<file path="config.mk">
export PLATFORM = sky130hd
export DESIGN_NAME = alu_cmd_feeder_flat
export DESIGN_NICKNAME = d
export VERILOG_FILES = /design/src/rtl/alu_cmd_feeder_if.sv /design/src/rtl/alu_cmd_feeder.sv /design/src/flat_wrapper.sv
export SDC_FILE = /design/constraint.sdc
export NUM_CORES = 1
export LEC_CHECK = 0
export ABC_AREA = 1
export ABC_CLOCK_PERIOD_IN_PS = 2400
export CORE_ASPECT_RATIO = 1.2
export CORE_MARGIN = 2
export CORE_UTILIZATION = 53
export CTS_CLUSTER_SIZE = 40
export DETAILED_ROUTE_END_ITERATION = 16
export GPL_TIMING_DRIVEN = 0
export PLACE_DENSITY = 0.76
export SETUP_SLACK_MARGIN = 0.02
export SLEW_MARGIN = 5
export SYNTH_ARGS = -nofsm -noshare
export SYNTH_HDL_FRONTEND = slang
export SYNTH_SLANG_ARGS = --single-unit
export TNS_END_PERCENT = 5
</file>
<file path="constraint.sdc">
create_clock -name clk -period 2.4 [get_ports clk]
set_input_delay 0.24 -clock clk [delete_from_list [all_inputs] [get_ports clk]]
set_output_delay 0.24 -clock clk [all_outputs]
set_load 0.05 [all_outputs]
</file>
<file path="src/rtl/alu_cmd_feeder_if.sv">
// Command and result handshake bundle between the command source/consumer and alu_cmd_feeder.
// master = the environment side (offers commands, accepts results); slave = the feeder.
interface alu_cmd_feeder_if #(
  parameter int W = 8
);
  logic         cmd_valid;
  logic         cmd_ready;
  logic         cmd_clr;
  logic [2:0]   cmd_op;
  logic [W-1:0] cmd_a;
  logic [W-1:0] cmd_b;

  logic         res_valid;
  logic         res_ready;
  logic [W-1:0] res_data;
  logic [2:0]   res_op;
  logic         res_chained;

  modport master (
    output cmd_valid, cmd_clr, cmd_op, cmd_a, cmd_b, res_ready,
    input  cmd_ready, res_valid, res_data, res_op, res_chained
  );

  modport slave (
    input  cmd_valid, cmd_clr, cmd_op, cmd_a, cmd_b, res_ready,
    output cmd_ready, res_valid, res_data, res_op, res_chained
  );
endinterface

</file>
<file path="src/rtl/alu_cmd_feeder.sv">
// Command front end for the accumulating ALU: queues commands, issues one per committed
// cycle, keeps the accumulator stable while idle and captures each result for the consumer.
module alu_cmd_feeder #(
  parameter int W     = 8,
  parameter int DEPTH = 4,
  parameter int CW    = 3
) (
  input  logic          clk,
  input  logic          clear_n,
  alu_cmd_feeder_if.slave bus,
  output logic          alu_clear,
  output logic [W-1:0]  alu_input1,
  output logic [W-1:0]  alu_input2,
  output logic [2:0]    alu_opcode,
  input  logic [W-1:0]  alu_out,
  input  logic          alu_has_last_res,
  output logic [CW-1:0] fifo_count
);

  localparam int AW = (DEPTH > 1) ? $clog2(DEPTH) : 1;
  localparam logic [2:0] OP_ADD = 3'b001;
  localparam logic [2:0] OP_OR  = 3'b101;

  typedef enum logic {
    ST_CLR,
    ST_RUN
  } state_t;

  typedef struct packed {
    logic         clr;
    logic [2:0]   op;
    logic [W-1:0] a;
    logic [W-1:0] b;
  } cmd_t;

  cmd_t          mem [DEPTH];
  logic [AW-1:0] wr_ptr;
  logic [AW-1:0] rd_ptr;
  logic [CW-1:0] count;
  cmd_t          head;
  logic          empty;
  logic          full;
  logic          push;
  logic          fire;

  state_t        state;
  state_t        state_nxt;
  logic [W-1:0]  shadow;

  logic          res_valid_q;
  logic [W-1:0]  res_data_q;
  logic [2:0]    res_op_q;
  logic          res_chained_q;

  assign empty         = (count == '0);
  assign full          = (count == CW'(DEPTH));
  assign head          = mem[rd_ptr];
  assign bus.cmd_ready = clear_n & ~full;
  assign push          = bus.cmd_valid & bus.cmd_ready;
  // A held result blocks issue unless it is being drained on the same edge.
  assign fire          = clear_n & ~empty & (~res_valid_q | bus.res_ready);

  assign fifo_count      = count;
  assign bus.res_valid   = res_valid_q;
  assign bus.res_data    = res_data_q;
  assign bus.res_op      = res_op_q;
  assign bus.res_chained = res_chained_q;

  always_ff @(posedge clk) begin
    if (push) begin
      mem[wr_ptr] <= '{clr: bus.cmd_clr, op: bus.cmd_op, a: bus.cmd_a, b: bus.cmd_b};
    end
  end

  always_ff @(posedge clk) begin
    if (!clear_n) begin
      state <= ST_CLR;
    end else begin
      state <= state_nxt;
    end
  end

  // Idle in RUN replays OR(0, shadow) so the accumulator reproduces itself unchanged.
  always_comb begin
    state_nxt  = state;
    alu_clear  = 1'b0;
    alu_opcode = OP_ADD;
    alu_input1 = '0;
    alu_input2 = '0;
    if (!clear_n) begin
      alu_clear = 1'b1;
      state_nxt = ST_CLR;
    end else if (fire) begin
      if (head.clr) begin
        alu_clear = 1'b1;
        state_nxt = ST_CLR;
      end else begin
        alu_opcode = head.op;
        alu_input1 = head.a;
        alu_input2 = head.b;
        state_nxt  = ST_RUN;
      end
    end else if (state == ST_CLR) begin
      alu_clear = 1'b1;
    end else begin
      alu_opcode = OP_OR;
      alu_input2 = shadow;
    end
  end

  always_ff @(posedge clk) begin
    if (!clear_n) begin
      wr_ptr        <= '0;
      rd_ptr        <= '0;
      count         <= '0;
      shadow        <= '0;
      res_valid_q   <= 1'b0;
      res_data_q    <= '0;
      res_op_q      <= '0;
      res_chained_q <= 1'b0;
    end else begin
      if (push) begin
        wr_ptr <= wr_ptr + AW'(1);
      end
      if (fire) begin
        rd_ptr <= rd_ptr + AW'(1);
      end
      count <= count + CW'(push) - CW'(fire);

      if (fire && !head.clr) begin
        res_valid_q   <= 1'b1;
        res_data_q    <= alu_out;
        res_op_q      <= head.op;
        res_chained_q <= alu_has_last_res;
        shadow        <= alu_out;
      end else begin
        if (res_valid_q && bus.res_ready) begin
          res_valid_q <= 1'b0;
        end
        if (fire) begin
          shadow <= '0;
        end
      end
    end
  end

endmodule

</file>
<file path="src/flat_wrapper.sv">
// flat-port wrapper written by rule: the top's interface ports become plain ports
module alu_cmd_feeder_flat 
#(
  parameter int W     = 8,
  parameter int DEPTH = 4,
  parameter int CW    = 3
)
  (clk, clear_n, alu_clear, alu_input1, alu_input2, alu_opcode, alu_out, alu_has_last_res, fifo_count, bus_cmd_valid, bus_cmd_clr, bus_cmd_op, bus_cmd_a, bus_cmd_b, bus_res_ready, bus_cmd_ready, bus_res_valid, bus_res_data, bus_res_op, bus_res_chained);
  alu_cmd_feeder_if #(.W(W)) bus_i ();
  input  logic clk;
  input  logic clear_n;
  output logic alu_clear;
  output logic [W-1:0] alu_input1;
  output logic [W-1:0] alu_input2;
  output logic [2:0] alu_opcode;
  input  logic [W-1:0] alu_out;
  input  logic alu_has_last_res;
  output logic [CW-1:0] fifo_count;
  input wire logic [$bits(bus_i.cmd_valid)-1:0] bus_cmd_valid;
  input wire logic [$bits(bus_i.cmd_clr)-1:0] bus_cmd_clr;
  input wire logic [$bits(bus_i.cmd_op)-1:0] bus_cmd_op;
  input wire logic [$bits(bus_i.cmd_a)-1:0] bus_cmd_a;
  input wire logic [$bits(bus_i.cmd_b)-1:0] bus_cmd_b;
  input wire logic [$bits(bus_i.res_ready)-1:0] bus_res_ready;
  output wire logic [$bits(bus_i.cmd_ready)-1:0] bus_cmd_ready;
  output wire logic [$bits(bus_i.res_valid)-1:0] bus_res_valid;
  output wire logic [$bits(bus_i.res_data)-1:0] bus_res_data;
  output wire logic [$bits(bus_i.res_op)-1:0] bus_res_op;
  output wire logic [$bits(bus_i.res_chained)-1:0] bus_res_chained;
  assign bus_i.cmd_valid = bus_cmd_valid;
  assign bus_i.cmd_clr = bus_cmd_clr;
  assign bus_i.cmd_op = bus_cmd_op;
  assign bus_i.cmd_a = bus_cmd_a;
  assign bus_i.cmd_b = bus_cmd_b;
  assign bus_i.res_ready = bus_res_ready;
  assign bus_cmd_ready = bus_i.cmd_ready;
  assign bus_res_valid = bus_i.res_valid;
  assign bus_res_data = bus_i.res_data;
  assign bus_res_op = bus_i.res_op;
  assign bus_res_chained = bus_i.res_chained;
  alu_cmd_feeder #(.W(W), .DEPTH(DEPTH), .CW(CW)) u_core (.clk(clk), .clear_n(clear_n), .bus(bus_i), .alu_clear(alu_clear), .alu_input1(alu_input1), .alu_input2(alu_input2), .alu_opcode(alu_opcode), .alu_out(alu_out), .alu_has_last_res(alu_has_last_res), .fifo_count(fifo_count));
endmodule
</file>
* After elaboration in Yosys (flattened, before gate mapping)
Memory sizes are Yosys's and may differ from the RTL's. A register that Yosys moved wholly into a read port is not among the register bits.
Cells that the tools add are included.
Widths: inputs -> output; s select.
** Storage, ports and cells
- Bits in writable memories :: 80
- Memories :: 1
- Output and inout bits :: 37
- Flip-flop bits (word level) :: 29
- Word-level logic and storage cells :: 53
- Input bits :: 33
** Cells by class
- Bitwise operators :: 8
- Eq/ne operators :: 1
- Add/sub/neg operators :: 4
- Reductions and logical operators :: 6
- Muxes and demuxes :: 24
** Memories
- u_core.mem :: depth 4, width 20, read ports 1, clocked after Yosys merged registers in 1, wr ports 1, RTL line alu_cmd_feeder.sv:36 : cmd_t mem [DEPTH];
** Operators with widths (count)
- $mux 8 :: 9
- $mux 3 :: 4
- $mux 1 :: 9
- $add 2x1->2 const B :: 2
- $and 1x1->1 :: 4
- $mux 2 :: 2
- $reduce_bool 2->1 :: 2
- $add 3x1->3 :: 1
- $eq 3x3->1 const B :: 1
- $logic_not 3->1 :: 1
- $not 1->1 :: 3
- $sub 3x1->3 :: 1
- $logic_and 1x1->1 :: 2
- $logic_not 1->1 :: 1
- $or 1x1->1 :: 1

* Longest topological paths before layout
- Depth after elaboration :: 6
- Mapped depth :: 11
- Depth with buffers taken out :: 11

* Worst setup path before layout
No wires, ideal clock.
- Path kind :: flip-flop to output port
- From :: register u_core.res_valid_q (netlist: u_core.bus.res_valid)
- To :: output alu_input2[2]
- Data arrival time :: 2.290 ns
- Slack :: -0.130 ns
- Data required time :: 2.160 ns
- Stages on the path, launching flop included :: 5
- Path buffers :: 0
- Cell sequence :: dfxtp_1 -> nand2_1 -> nand3_2 -> nand3_1 -> o21ai_0
** Between the ends
- Cells in the longest elaborated chain, start to end :: 5
** RTL lines
- from (decl) :: RTL line alu_cmd_feeder.sv:50 : logic res_valid_q;
- from (signal assigned) :: RTL line alu_cmd_feeder.sv:117 : res_valid_q <= 1'b0;
- from (signal assigned) :: RTL line alu_cmd_feeder.sv:131 : res_valid_q <= 1'b1;
- from (signal assigned) :: RTL line alu_cmd_feeder.sv:138 : res_valid_q <= 1'b0;
- $not 1->1 :: RTL line alu_cmd_feeder.sv:61 : assign fire = clear_n & ~empty & (~res_valid_q | bus.res_ready);
- $or 1x1->1 :: RTL line alu_cmd_feeder.sv:61
- $and 1x1->1 :: RTL line alu_cmd_feeder.sv:61
- $mux 8 :: RTL line alu_cmd_feeder.sv:93 : end else if (fire) begin
- $mux 8 :: RTL line alu_cmd_feeder.sv:90 : if (!clear_n) begin
- to (decl) :: RTL line flat_wrapper.sv:14 : output logic [W-1:0] alu_input2;
Every way passes these cells.

* Final worst setup path
- From :: register u_core.count[2] (netlist: u_core.fifo_count[2])
- To :: output alu_opcode[0]
** Between the ends
- Cells in the longest elaborated chain, start to end :: 6
** RTL lines
- from (decl) :: RTL line alu_cmd_feeder.sv:39 : logic [CW-1:0] count;
- from (signal assigned) :: RTL line alu_cmd_feeder.sv:128 : count <= count + CW'(push) - CW'(fire);
- $logic_not 3->1 :: RTL line alu_cmd_feeder.sv:55 : assign empty = (count == '0);
- $not 1->1 :: RTL line alu_cmd_feeder.sv:61
- $and 1x1->1 (2 in a row) :: RTL line alu_cmd_feeder.sv:61
- $mux 3 :: RTL line alu_cmd_feeder.sv:93
- $mux 3 :: RTL line alu_cmd_feeder.sv:90
- to (decl) :: RTL line flat_wrapper.sv:15 : output logic [2:0] alu_opcode;
Every way passes these cells.

==> impl_results.html <==
<table>
<tr><th>Metric</th><th>Value</th></tr>
<tr><th colspan="2">Run status</th></tr>
<tr><td>Status</td><td>completed</td></tr>
<tr><th colspan="2">Die</th></tr>
<tr><td>Die ar.</td><td>9100 um^2</td></tr>
<tr><td>I/O pin count</td><td>70</td></tr>
<tr><td>Site Rows</td><td>36</td></tr>
<tr><td>Horizontal extent of the die</td><td>87.4 um</td></tr>
<tr><td>Starting utilization of the core area</td><td>54.6%</td></tr>
<tr><td>Area of the core</td><td>8110 um^2</td></tr>
<tr><td>Die extent in y</td><td>104 um</td></tr>
<tr><th colspan="2">Worst setup path</th></tr>
<tr><td>Launch point of the worst path</td><td>u_core.fifo_count[2]$_SDFF_PN0_</td></tr>
<tr><td>R2R setup slack</td><td>0.33 ns</td></tr>
<tr><td>Slowest stage cell on the critical path</td><td>sky130_fd_sc_hd__dlygate4sd2_1</td></tr>
<tr><td>Crit path required time</td><td>2.16 ns</td></tr>
<tr><td>CP startpoint kind</td><td>register</td></tr>
<tr><td>CP arrival</td><td>2.07 ns</td></tr>
<tr><td>Endpoint of the most critical register-to-register path</td><td>u_core.fifo_count[2]$_SDFF_PN0_</td></tr>
<tr><td>Path type of the worst setup path</td><td>register to output port</td></tr>
<tr><td>Cell depth of the worst setup path</td><td>6</td></tr>
<tr><td>Critical-path maximum fanout</td><td>10</td></tr>
<tr><td>CP peak stage delay</td><td>0.44 ns</td></tr>
<tr><td>Crit path max-delay family</td><td>simple AND/OR/NAND/NOR gates</td></tr>
<tr><td>Worst Reg2Reg Path Length in Cells</td><td>10</td></tr>
<tr><td>Worst setup path end</td><td>alu_opcode[0]</td></tr>
<tr><td>Bufs and invs on worst path</td><td>2</td></tr>
<tr><td>Source of the worst register-to-register timing path</td><td>u_core.fifo_count[0]$_SDFF_PN0_</td></tr>
<tr><td>CP Cell Sequence</td><td>nand3b_1 &gt; nand3_2 &gt; nor2_4 &gt; buf_6 &gt; nand3_1 &gt; dlygate4sd2_1</td></tr>
<tr><td>Critical Path End Type</td><td>output port</td></tr>
<tr><th colspan="2">Synth</th></tr>
<tr><td>Number of standard cells after synthesis</td><td>408</td></tr>
<tr><td>Dominant combinational cell family by area after synthesis</td><td>simple AND/OR/NAND/NOR gates</td></tr>
<tr><td>Avg Synthesized Cell Area</td><td>10.8 um^2</td></tr>
<tr><td>Count of synthesis-stage warnings from yosys</td><td>0</td></tr>
<tr><td>Sequential share of the synthesized area</td><td>68.3%</td></tr>
<tr><td>Unique cell type count in the Yosys netlist</td><td>25</td></tr>
<tr><td>Share of synthesized cell area in and, or, nand and nor gates</td><td>16.2%</td></tr>
<tr><td>Number of register bits inferred by synthesis</td><td>111</td></tr>
<tr><td>Multiplexer share of the synthesized area</td><td>0%</td></tr>
<tr><td>Adder-cell share of the synthesized area</td><td>1.87%</td></tr>
<tr><td>Synth Area in XOR/XNOR</td><td>0.594%</td></tr>
<tr><td>Post-synthesis instance area</td><td>4430 um^2</td></tr>
<tr><td>Post-synthesis compound-gate area fraction</td><td>7.97%</td></tr>
<tr><td>Synthesized Nets</td><td>447</td></tr>
<tr><th colspan="2">Global routing</th></tr>
<tr><td>Antenna violations before repair</td><td>0</td></tr>
<tr><td>GRT Total Usage</td><td>21.4%</td></tr>
<tr><td>Wire length of the first global-routing pass</td><td>14900 um</td></tr>
<tr><td>Number of global-route vias before repair</td><td>3057</td></tr>
<tr><td>Global route total overflow</td><td>0</td></tr>
<tr><td>Pin count of the biggest net entering global routing</td><td>19</td></tr>
<tr><th colspan="2">Clock tree</th></tr>
<tr><td>Clock latency at the later pin of the worst-skew pair</td><td>0.36 ns</td></tr>
<tr><td>Root Buffer</td><td>sky130_fd_sc_hd__clkbuf_8</td></tr>
<tr><td>Number of H-tree levels</td><td>3</td></tr>
<tr><td>Clk sink count</td><td>111</td></tr>
<tr><td>TritonCTS clock tree</td><td>done</td></tr>
<tr><td>Maximum count of clock buffers along a single path</td><td>2</td></tr>
<tr><td>TritonCTS Buffers</td><td>9</td></tr>
<tr><td>Clock transition at the registers of the reported paths</td><td>0.09 ns</td></tr>
<tr><th colspan="2">Cells and area</th></tr>
<tr><td>Number of filler instances in the final layout</td><td>596</td></tr>
<tr><td>Nets@finish</td><td>531</td></tr>
<tr><td>Layout overhead on the synthesized area</td><td>23.1%</td></tr>
<tr><td>Storage element area</td><td>3020 um^2</td></tr>
<tr><td>Footprint of the multi-input gates</td><td>1190 um^2</td></tr>
<tr><td>Fraction of layout cells with a size suffix above 1</td><td>14.9%</td></tr>
<tr><td>Number of antenna diodes</td><td>0</td></tr>
<tr><th colspan="2">Placement</th></tr>
<tr><td>Final weighted congestion in routability-driven placement</td><td>0.813</td></tr>
<tr><td>Estimated wirelength of the detail-placed design</td><td>6390 um</td></tr>
<tr><td>Total of buffers placed on input and output ports</td><td>69</td></tr>
<tr><th colspan="2">Timing</th></tr>
<tr><td>Post-layout minimum cycle time</td><td>2.31 ns</td></tr>
<tr><td>Final hold viol count</td><td>0</td></tr>
<tr><td>Clk_skew</td><td>0.00451 ns</td></tr>
<tr><td>Max Slew Vio Count</td><td>0</td></tr>
<tr><td>Highest clock rate</td><td>433 MHz</td></tr>
<tr><td>Finish-stage setup viols</td><td>0</td></tr>
<tr><td>Setup tns final</td><td>0 ns</td></tr>
<tr><td>Pin slew with the least headroom to its limit</td><td>0.746 ns</td></tr>
<tr><td>Remaining max-slew budget at the tightest pin</td><td>50.2%</td></tr>
<tr><td>Unrepaired setup endpoints after global routing</td><td>yes</td></tr>
<tr><td>Final Cycle Share</td><td>96.3%</td></tr>
<tr><th colspan="2">Min path</th></tr>
<tr><td>Classification of the worst-slack hold path</td><td>primary input to register</td></tr>
<tr><th colspan="2">Job</th></tr>
<tr><td>Max-cap violations</td><td>0</td></tr>
<tr><th colspan="2">Route</th></tr>
<tr><td>Wirelength per Cell</td><td>15.7 um</td></tr>
<tr><td>Post-detailed-routing wire length</td><td>9310 um</td></tr>
<tr><td>Count of routing violations after the opening detailed-route iteration</td><td>168</td></tr>
<tr><td>DR vias/cell</td><td>5.24</td></tr>
<tr><td>Post-detailed-route count of antenna-violating nets</td><td>0</td></tr>
<tr><td>Via count of the routed design</td><td>3104</td></tr>
<tr><td>Number of design rule violations left after detail routing</td><td>0</td></tr>
<tr><td>Count of TritonRoute iterations in the first routing pass</td><td>4</td></tr>
<tr><th colspan="2">Power and ir drop</th></tr>
<tr><td>Total power of the final layout</td><td>5.52 mW</td></tr>
<tr><td>Total power density per cell area</td><td>1010 nW/um^2</td></tr>
<tr><td>VDD IR max</td><td>0.511 mV</td></tr>
<tr><td>Leakage dissipation</td><td>2.13 nW</td></tr>
</table>
## state kept, by name (all words and copies together) (netlist names), named ones only
signal / flops
u_core.bus.res_chained: 1
u_core.bus.res_data: 8
u_core.bus.res_op: 3
u_core.bus.res_valid: 1
u_core.fifo_count: 3
u_core.mem: 80
u_core.rd_ptr: 2
u_core.shadow: 8
u_core.state: 1
u_core.wr_ptr: 2
## metal layers
layer	wire (um)	part of all wire, %	GRT usage, %	up-vias
met1	3860	41	28.1	1471
met5	0	0	0	-
li1	-	-	-	1538
met4	91	0.98	6.81	0
met2	4870	52	35.2	86
met3	488	5.2	4.84	9
## worst register-to-register path: cells and delay by family (launching register included)
| family | cells | cell delay, ns |
|---|---|---|
| flops | 1 | 0.41 |
| fa+ha+maj | 2 | 0.54 |
| xor+xnor | 1 | 0.20 |
| buf+inv | 3 | 0.31 |
| simple gates | 2 | 0.33 |
| compound gates | 2 | 0.21 |
## cell families (layout without fill, tap and decap cells)
logic type	Yosys count	in the layout
simple gates	170	170
compound gates	70	70
buf+inv	48	137
fa+ha+maj	6	6
flops	111	111
xor+xnor	3	3
## where the power goes
part	internal, mW	switching (mW)	leakage (nW)	total (mW)
clock network	0.521	0.591	0.108	1.11
logic	0.619	1.41	1.04	2.03
registers	2.27	0.110	0.979	2.38
## what timing repair did
item | CTS | global route
endpoints found under the setup margin | 21 | 20
hold buffers | 0 | 0
buffers inserted | 0 | 0
gates cloned | 0 | 0
resized for setup | 59 | 42
## synth_stat cells (all sizes together)
| master | instances | area, um^2 |
|---|---|---|
| a21oi | 13 | 65.1 |
| a31oi | 1 | 6.26 |
| buf | 15 | 100 |
| clkbuf | 3 | 11.3 |
| clkinv | 1 | 3.75 |
| dfxtp | 31 | 621 |
| edfxtp | 80 | 2400 |
| fa | 1 | 20.0 |
| ha | 5 | 62.6 |
| inv | 29 | 109 |
| nand2 | 62 | 255 |
| nand3 | 23 | 125 |
| nand3b | 1 | 7.51 |
| nor2 | 84 | 330 |
| o21ai | 55 | 275 |
| o22ai | 1 | 6.26 |
| xnor2 | 1 | 8.76 |
| xor2 | 2 | 17.5 |
## worst min path at each step
stage,start,end,cells after the start
detailed placement,u_core.shadow[4]$_SDFFE_PN0P_,u_core.shadow[4]$_SDFFE_PN0P_,2
finish,alu_has_last_res,u_core.bus.res_chained$_SDFFE_PN0P_,3
global placement,u_core.bus.res_data[7]$_SDFFE_PN0P_,u_core.bus.res_data[7]$_SDFFE_PN0P_,2
global route,alu_has_last_res,u_core.bus.res_chained$_SDFFE_PN0P_,3
CTS,alu_has_last_res,u_core.bus.res_chained$_SDFFE_PN0P_,3
floorplan,bus_cmd_b[0],u_core.mem[0][0]$_DFFE_PP_,0
## metrics by stage
| stage | area, um^2 | cells | worst slack (ns) | util, % | hold WS [ns] |
|---|---|---|---|---|---|
| 6_report | 5450 | 592 | 0.0885 | 67.2 | 0.429 |
| 2_1_floorplan | 4430 | 408 | -0.130 | - | 0.339 |
| 5_1_grt | 5450 | 592 | -0.0826 | 67.2 | 0.431 |
| 4_1_cts | 5540 | 592 | -0.0683 | 68.3 | 0.421 |
| 3_5_place_dp | 5320 | 576 | -0.372 | 65.6 | 0.453 |
| 3_3_place_gp | 5240 | 572 | -0.673 | 64.6 | 0.451 |
## layout make-up
| class | count | share of cell area, % |
|---|---|---|
| inverters | 30 | 2.07 |
| flip-flops and latches | 111 | 55.5 |
| repair buffers | 73 | 12.5 |
| clock inverters | 3 | 0.413 |
| plain buffers | 18 | 2.09 |
| well taps | 95 | 2.18 |
| clock buffers | 13 | 3.40 |
| multi-input cells | 249 | 21.9 |
## cell usage in the layout (no fill, tap or decap), drive strengths merged, types with 3 or more instances in the layout
cell	synthesis	routed
nand2	62	62
clkbuf	3	20
buf	15	33
clkdlybuf4s50	0	48
clkinv	1	3
a21oi	13	13
o21ai	55	55
inv	29	30
edfxtp	80	80
nor2	84	84
ha	5	5
nand3	23	23
dfxtp	31	31
Power figures use the tool's default switching activity.
